## src/rtl/wb_cmd_decoder.sv

```systemverilog
// Frames UART bytes into 34-bit {sub, data} command words for the Wishbone master,
// flagging bad headers, inter-byte timeouts and overruns.
module wb_cmd_decoder #(
    parameter int unsigned TIMEOUT_CYCLES = 100000
) (
    input  logic        i_clk,
    input  logic        i_reset,
    input  logic        i_rx_stb,
    input  logic [7:0]  i_rx_byte,
    output logic        o_cmd_stb,
    output logic [33:0] o_cmd_word,
    input  logic        i_cmd_busy,
    output logic        o_frame_err,
    output logic        o_overrun,
    output logic [7:0]  o_err_count
);

    localparam int unsigned TMO_W   = $clog2(TIMEOUT_CYCLES);
    localparam int unsigned DATA_W  = 32;
    localparam int unsigned CNT_W   = 8;
    // Last counter value before the timeout fires; the error pulse then lands
    // exactly TIMEOUT_CYCLES cycles after the last byte.
    localparam logic [TMO_W-1:0] TMO_LAST = TMO_W'(TIMEOUT_CYCLES - 2);
    localparam logic [5:0]       HDR_TAG  = 6'b101000;

    typedef enum logic [1:0] {
        ST_IDLE,
        ST_PAYLOAD,
        ST_HOLD
    } state_t;

    state_t              state_q, state_d;
    logic [1:0]          sub_q, sub_d;
    logic [DATA_W-1:0]   data_q, data_d;
    logic [1:0]          byte_cnt_q, byte_cnt_d;
    logic [TMO_W-1:0]    tmo_cnt_q, tmo_cnt_d;
    logic                cmd_stb_d;
    logic [33:0]         cmd_word_d;
    logic                frame_err_d;
    logic                overrun_d;
    logic [CNT_W-1:0]    err_count_d;

    logic                hdr_ok;
    logic                take_hdr;

    assign hdr_ok = (i_rx_byte[7:2] == HDR_TAG);

    // A byte is decoded as a header in IDLE, or in HOLD on the transfer cycle.
    assign take_hdr = i_rx_stb &&
                      ((state_q == ST_IDLE) || ((state_q == ST_HOLD) && !i_cmd_busy));

    // State register and registered outputs.
    always_ff @(posedge i_clk) begin
        if (i_reset) begin
            state_q     <= ST_IDLE;
            sub_q       <= 2'd0;
            data_q      <= '0;
            byte_cnt_q  <= 2'd0;
            tmo_cnt_q   <= '0;
            o_cmd_stb   <= 1'b0;
            o_cmd_word  <= '0;
            o_frame_err <= 1'b0;
            o_overrun   <= 1'b0;
            o_err_count <= '0;
        end else begin
            state_q     <= state_d;
            sub_q       <= sub_d;
            data_q      <= data_d;
            byte_cnt_q  <= byte_cnt_d;
            tmo_cnt_q   <= tmo_cnt_d;
            o_cmd_stb   <= cmd_stb_d;
            o_cmd_word  <= cmd_word_d;
            o_frame_err <= frame_err_d;
            o_overrun   <= overrun_d;
            o_err_count <= err_count_d;
        end
    end

    // Next-state and next-output logic.
    always_comb begin
        state_d     = state_q;
        sub_d       = sub_q;
        data_d      = data_q;
        byte_cnt_d  = byte_cnt_q;
        tmo_cnt_d   = tmo_cnt_q;
        cmd_stb_d   = o_cmd_stb;
        cmd_word_d  = o_cmd_word;
        frame_err_d = 1'b0;
        overrun_d   = 1'b0;
        err_count_d = o_err_count;

        case (state_q)
            ST_IDLE: begin
                state_d = ST_IDLE;
            end
            ST_PAYLOAD: begin
                if (i_rx_stb) begin
                    data_d     = {data_q[DATA_W-9:0], i_rx_byte};
                    byte_cnt_d = byte_cnt_q + 2'd1;
                    tmo_cnt_d  = '0;
                    if (byte_cnt_q == 2'd3) begin
                        state_d    = ST_HOLD;
                        cmd_stb_d  = 1'b1;
                        cmd_word_d = {sub_q, data_q[DATA_W-9:0], i_rx_byte};
                    end
                end else if (tmo_cnt_q == TMO_LAST) begin
                    frame_err_d = 1'b1;
                    state_d     = ST_IDLE;
                end else begin
                    tmo_cnt_d = tmo_cnt_q + TMO_W'(1);
                end
            end
            ST_HOLD: begin
                if (!i_cmd_busy) begin
                    state_d   = ST_IDLE;
                    cmd_stb_d = 1'b0;
                end else if (i_rx_stb) begin
                    overrun_d = 1'b1;
                end
            end
            default: begin
                state_d   = ST_IDLE;
                cmd_stb_d = 1'b0;
            end
        endcase

        // Header decode shared by IDLE and the HOLD transfer cycle.
        if (take_hdr) begin
            if (hdr_ok) begin
                sub_d = i_rx_byte[1:0];
                if (i_rx_byte[1:0] == 2'b00) begin
                    state_d    = ST_HOLD;
                    cmd_stb_d  = 1'b1;
                    cmd_word_d = '0;
                end else begin
                    state_d    = ST_PAYLOAD;
                    byte_cnt_d = 2'd0;
                    tmo_cnt_d  = '0;
                    data_d     = '0;
                end
            end else begin
                frame_err_d = 1'b1;
            end
        end

        if ((frame_err_d || overrun_d) && (o_err_count != 8'hFF)) begin
            err_count_d = o_err_count + 8'd1;
        end
    end

endmodule

```

## config.mk

```make
export PLATFORM = sky130hd
export DESIGN_NAME = wb_cmd_decoder
export DESIGN_NICKNAME = d
export VERILOG_FILES = /design/src/rtl/wb_cmd_decoder.sv
export SDC_FILE = /design/constraint.sdc
export NUM_CORES = 1
export LEC_CHECK = 0
export BUFFER_PORTS_ARGS = -buffer_cell sky130_fd_sc_hd__clkbuf_2
export CORE_ASPECT_RATIO = 1.4
export CORE_MARGIN = 4
export CORE_UTILIZATION = 56
export CTS_CLUSTER_DIAMETER = 60
export DETAILED_ROUTE_END_ITERATION = 8
export PLACE_DENSITY = 0.89
export REMOVE_ABC_BUFFERS = 1
export SLEW_MARGIN = 30
export SYNTH_ARGS = -nofsm -noshare
export SYNTH_HDL_FRONTEND = slang
export SYNTH_SLANG_ARGS = --single-unit
export TNS_END_PERCENT = 30
```

## constraint.sdc

```tcl
create_clock -name i_clk -period 3.06 [get_ports i_clk]
set_clock_uncertainty 0.2 [all_clocks]
set_input_delay 0.612 -clock i_clk [delete_from_list [all_inputs] [get_ports i_clk]]
set_output_delay 0.612 -clock i_clk [all_outputs]
set_load 0.005 [all_outputs]
```

Yosys cells after proc, flatten, opt, wreduce, memory -nomap -nowiden:

Cells that the tools add are included.

* add/subtract/negate cells: 3
* equal/unequal tests: 6
* multiplexer cells: 45
* reduce and logical (&&, ||, !) cells: 9

Operators with widths (number)
* 34-bit 2-to-1 mux: 6
* 32-bit 2-to-1 mux: 5
* 17-bit 2-to-1 mux: 6
* 2-bit 2-to-1 mux: 12
* 17-bit by 1-bit adder with 17-bit output, second input constant: 1
* 17-bit equality test, second input constant: 1
* 1-bit 2-to-1 mux: 14
* 8-bit by 1-bit adder with 8-bit output, second input constant: 1
* 8-bit != test, second input constant: 1
* 6-bit equality test, second input constant: 1
* 2-bit equality test, second input constant: 2
* 2-bit logical NOT: 2
* 2-bit one-hot mux with 2 select lines: 1
* 1-bit logical AND: 3
* 1-bit one-hot mux with 3 select lines: 1
* 2-bit by 1-bit adder with 2-bit output, second input constant: 1
* 2-bit by 1-bit equality test with 1-bit output, second input constant: 1
* 1-bit logical OR: 2
* 2-bit AND reduction: 1
* 1-bit logical NOT: 1

* register bits: 100
* word-level logic and storage cells: 73

Depth between registers and ports, before layout:

* word-level depth: 8
* gate-level depth with buffers: 9
* mapped depth without buffers: 7

Worst setup path after synthesis:

No wires, ideal clock.

* path type: reg2reg
* start: reg tmo_cnt_q[8]
* end: reg o_err_count[5]
* library setup time: 0.123 ns
* arrival time: 2.188 ns
* path slack: 0.548 ns
* stages on the path, launching flop included: 6
* buffers on the path: 0
* clock period less this slack: 2.512 ns
* path through: dfxtp_1 -> or4_4 -> or4_4 -> o211a_4 -> nor4b_4 -> mux2_1

* cells in the longest elaborated chain, start to end: 8

RTL lines
* start, declared: RTL line 36 `logic [TMO_W-1:0] tmo_cnt_q, tmo_cnt_d;`
* start signal, assigned: RTL line 70 `tmo_cnt_q <= tmo_cnt_d;`
* 17-bit equality test *: RTL line 106 `end else if (tmo_cnt_q == TMO_LAST) begin`
* 1-bit 2-to-1 mux *: RTL line 106
* 1-bit 2-to-1 mux *: RTL line 97 `if (i_rx_stb) begin`
* 1-bit 2-to-1 mux *: RTL line 92 `case (state_q)`
* 1-bit 2-to-1 mux: RTL line 129 `if (hdr_ok) begin`
* 1-bit 2-to-1 mux *: RTL line 128 `if (take_hdr) begin`
* 1-bit logical OR *: RTL line 146 `if ((frame_err_d || overrun_d) && (o_err_count != 8'hFF)) begin`
* 1-bit logical AND *: RTL line 146
* end signal, assigned: RTL line 75 `o_err_count <= err_count_d;`
* end, declared: RTL line 15 `output logic [7:0] o_err_count`

Every way passes the cells marked *; elsewhere a longest branch is shown, timed or not.
A chain may end at the register's enable or synchronous reset.

Worst setup path after layout:

* start: reg tmo_cnt_q[5]
* end: reg o_err_count[5]

The elaborated chain is that of the path after synthesis.

==> results.yml <==
power_and_ir_drop:
  p_seq_frac: 0.531
  power_switching_mw: 0.471
  p_int_mw: 1.80
  irDropWorstVdd_mv: 0.244
  p_clk_frac: 0.440
  p_leak_nw: 1.62
  p_sw_frac: 0.208
  pwr-share-comb: 0.029
  power_mw: 2.27
  power_density_nw_per_um2: 511
min_path:
  min_to: "o_cmd_word[30]"
  min_path_type: "reg2reg"
  whs_path_depth: 2
  worstHoldStart: "data_q[22]"
global_routing:
  grt.total_usage: 0.201
  grt_max_degree: 35
  antenna_found_initial: 0
  grt_pass1_vias: 3132
  grt.overflow.total: 0
  grt_pass1_wl_um: 13500
routing:
  vias_per_cell: 5.43
  drt-wirelength-per-cell_um: 13.2
  num_vias: 3305
  finalWirelength_um: 8040
  drc: 0
  drtIter0Drc: 167
  drt_first_pass_iters: 4
  ant_nets: 0
clock_tree:
  htree_num_levels: 3
  numCtsBuffers: 9
  clk_pin_slew_ps: 90
  holdBufCountCts: 0
  cts_tree: "done"
  clock_latency_ps: 360
  clk_path_buf_depth: 2
  cts_root_buf: "clkbuf_8"
  post-cts-setup-buffers: 0
  ctsResizeCount: 0
  clock_sinks: 92
timing:
  slew_viol_final: 0
  rsz0062_at_grt: "no"
  finalSetupViolCount: 0
  period_minus_slack_ps: 2620
  timing.final.ws_setup_ps: 444
  worst_pin_slew_ps: 595
  hold_viol: 0
  setup-tns-final_ps: 0
  relSlewSlack: 0.603
  period_share: 0.855
  fmax_mhz: 382
worst_setup_path:
  r2r_cells: 5
  cp.arrival_ps: 2660
  r2r-start: "tmo_cnt_q[5]"
  r2r-end: "o_err_count[5]"
  path_cells: "or4_4, or4_4, o211a_4, nor4b_4, mux2_1"
  cp_slowest_cell: "or4_4"
  crit_fanout: 6
  worstSetupPathType: "reg2reg"
  cp.buffers_inverters: 0
  cp.required_ps: 3100
  r2r_slack_ps: 440
  critPathCaptureType: "register"
  worstSetupStartpointType: "register"
  critical_path.top_delay_family: "simple AND/OR/NAND/NOR gates"
  crit_top_cell: "or4_4"
  slowest_delay_ps: 560
placed_design:
  io_buffers: 56
  dp_hpwl_um: 5660
  dp_slack_ps: 262
  dpl_cell_area_um2: 4180
  place.gp.congestion: 0.848
job:
  maxCapViolCount: 0
run_status:
  status: "complete, no violations"
synth:
  syn_area_per_cell_um2: 8.19
  ys.flop_type: "dfxtp_1"
  ys_ff_latch: 92
  synth_cells: 465
  synth_cell_types: 47
  synth_area_um2: 3810
  ys_async_sr_fraction: 0
  synth_edf_count: 0
  synth-seq-area-share: 0.483
  yosys_warnings: 0
cells_and_area:
  area_delta_synth_final_pct: 16.4
  nets: 532
  antenna_cells: 0
  utilization: 0.671
  drive_gt1_frac: 0.178
  design_area_um2: 4430
  fillers: 515
floorplan:
  fp.coreArea_um2: 6610
  rows: 35
  die_y_um: 106
  die_area_um2: 8210
  die_w_um: 77.7
  start_util: 0.576
  io_pins: 57
-- layer usage --
layer | part of all wire | vias up | global-route usage
li1 | - | 1659 | -
met1 | 0.42 | 1534 | 0.219
met2 | 0.51 | 98 | 0.366
met3 | 0.055 | 14 | 0.0513
met4 | 0.016 | 0 | 0.0789
met5 | 0 | - | 0
-- cell families after synthesis --
kind of cell,after synthesis,share of synthesized area
and+or+nand+nor,222,0.273
DFF,92,0.483
AOI/OAI and AO/OA,86,0.129
buffers and inverters,35,0.0345
xor gates and xnor gates,15,0.0345
adders and majority gates,8,0.0263
muxes,7,0.0197
-- registers in the layout, summed over array words and instances, names as in the netlist, 2 cells and up --
name	cells
byte_cnt_q	2
state_q	2
data_q	24
o_err_count	8
sub_q	2
o_cmd_word	34
tmo_cnt_q	17
-- synthesized netlist by cell type, drive strengths merged, types with 5 or more instances --
master / count / area share
nand2: 129 / 0.13
dfxtp: 92 / 0.48
a21oi: 67 / 0.088
nor2: 29 / 0.029
clkbuf: 27 / 0.027
xnor2: 13 / 0.030
nand4: 11 / 0.018
ha: 8 / 0.026
nand3: 7 / 0.0092
inv: 6 / 0.0059
nand2b: 6 / 0.0099
nor2b: 6 / 0.0099
nor3: 6 / 0.0079
and2: 5 / 0.0082
-- layout by cell type, fill, tap and decap left out, types with 2 or more instances in the layout --
| master | Yosys | final |
|---|---|---|
| inv_1 | 6 | 6 |
| nand3_1 | 7 | 7 |
| and4_1 | 4 | 4 |
| buf_4 | 0 | 8 |
| or4_4 | 2 | 2 |
| nand4_1 | 11 | 11 |
| o21ai_0 | 3 | 3 |
| bufinv_16 | 0 | 3 |
| nor4_1 | 4 | 4 |
| ha_1 | 8 | 8 |
| nand2_1 | 129 | 129 |
| a21oi_1 | 67 | 67 |
| mux2i_1 | 3 | 3 |
| nand2b_1 | 6 | 6 |
| dfxtp_1 | 92 | 92 |
| clkbuf_8 | 0 | 10 |
| inv_6 | 0 | 2 |
| nor2b_1 | 6 | 6 |
| a211oi_1 | 2 | 2 |
| nor2_1 | 29 | 29 |
| and2_1 | 5 | 5 |
| and4b_1 | 2 | 2 |
| or3_1 | 3 | 3 |
| nor3_1 | 6 | 6 |
| xnor2_1 | 13 | 13 |
| mux2_2 | 3 | 3 |
| clkbuf_2 | 0 | 56 |
| xor2_1 | 2 | 2 |
| o2111ai_1 | 2 | 2 |
-- worst reg2reg max path: cells and delay by family, from the launching register on --
kind               cells  cell delay [ps]
DFF                    1              360
AOI/OAI and AO/OA      1              300
muxes                  1              330
and+or+nand+nor        3             1310
-- power groups by stage --
stage,sequential [mW],combinational [mW],clock [mW]
5_1_grt,1.21,0.0719,1.07
6_report,1.20,0.0651,0.997
3_3_place_gp,1.23,0.0628,0
3_5_place_dp,1.23,0.0657,0
2_1_floorplan,1.23,0.0298,0
4_1_cts,1.20,0.0659,1.02
-- cell type report --
cell class | count | area (um^2) | share of cell area
Multi-Input combinational cell | 338 | 1840 | 0.415
Sequential cell | 92 | 1840 | 0.415
Clock buffer | 10 | 138 | 0.0310
Timing Repair Buffer | 65 | 360 | 0.0813
Clock inverter | 6 | 116 | 0.0262
Inverter | 6 | 22.5 | 0.00508
Tap cell | 92 | 115 | 0.0260
-- stage by stage --
stage	hold slack, ps	std cells
5_1_grt	270	609
6_report	254	609
3_5_place_dp	243	593
2_1_floorplan	232	436
3_3_place_gp	238	593
4_1_cts	256	609
-- how the worst max path moves through the flow --
| stage | cells after the start | endpoint | startpoint | slack (ps) |
|---|---|---|---|---|
| floorplan | 5 | tmo_cnt_q[10] | i_rx_byte[4] | -80 |
| finish | 5 | o_err_count[5] | tmo_cnt_q[5] | 440 |
| CTS | 5 | o_err_count[5] | tmo_cnt_q[5] | 440 |
| global placement | 6 | o_err_count[7] | i_rx_byte[2] | 320 |
| global route | 5 | o_err_count[0] | tmo_cnt_q[5] | 360 |
| detailed placement | 6 | o_err_count[7] | i_rx_byte[2] | 260 |
Note: power is estimated with default switching activity, not from simulation.
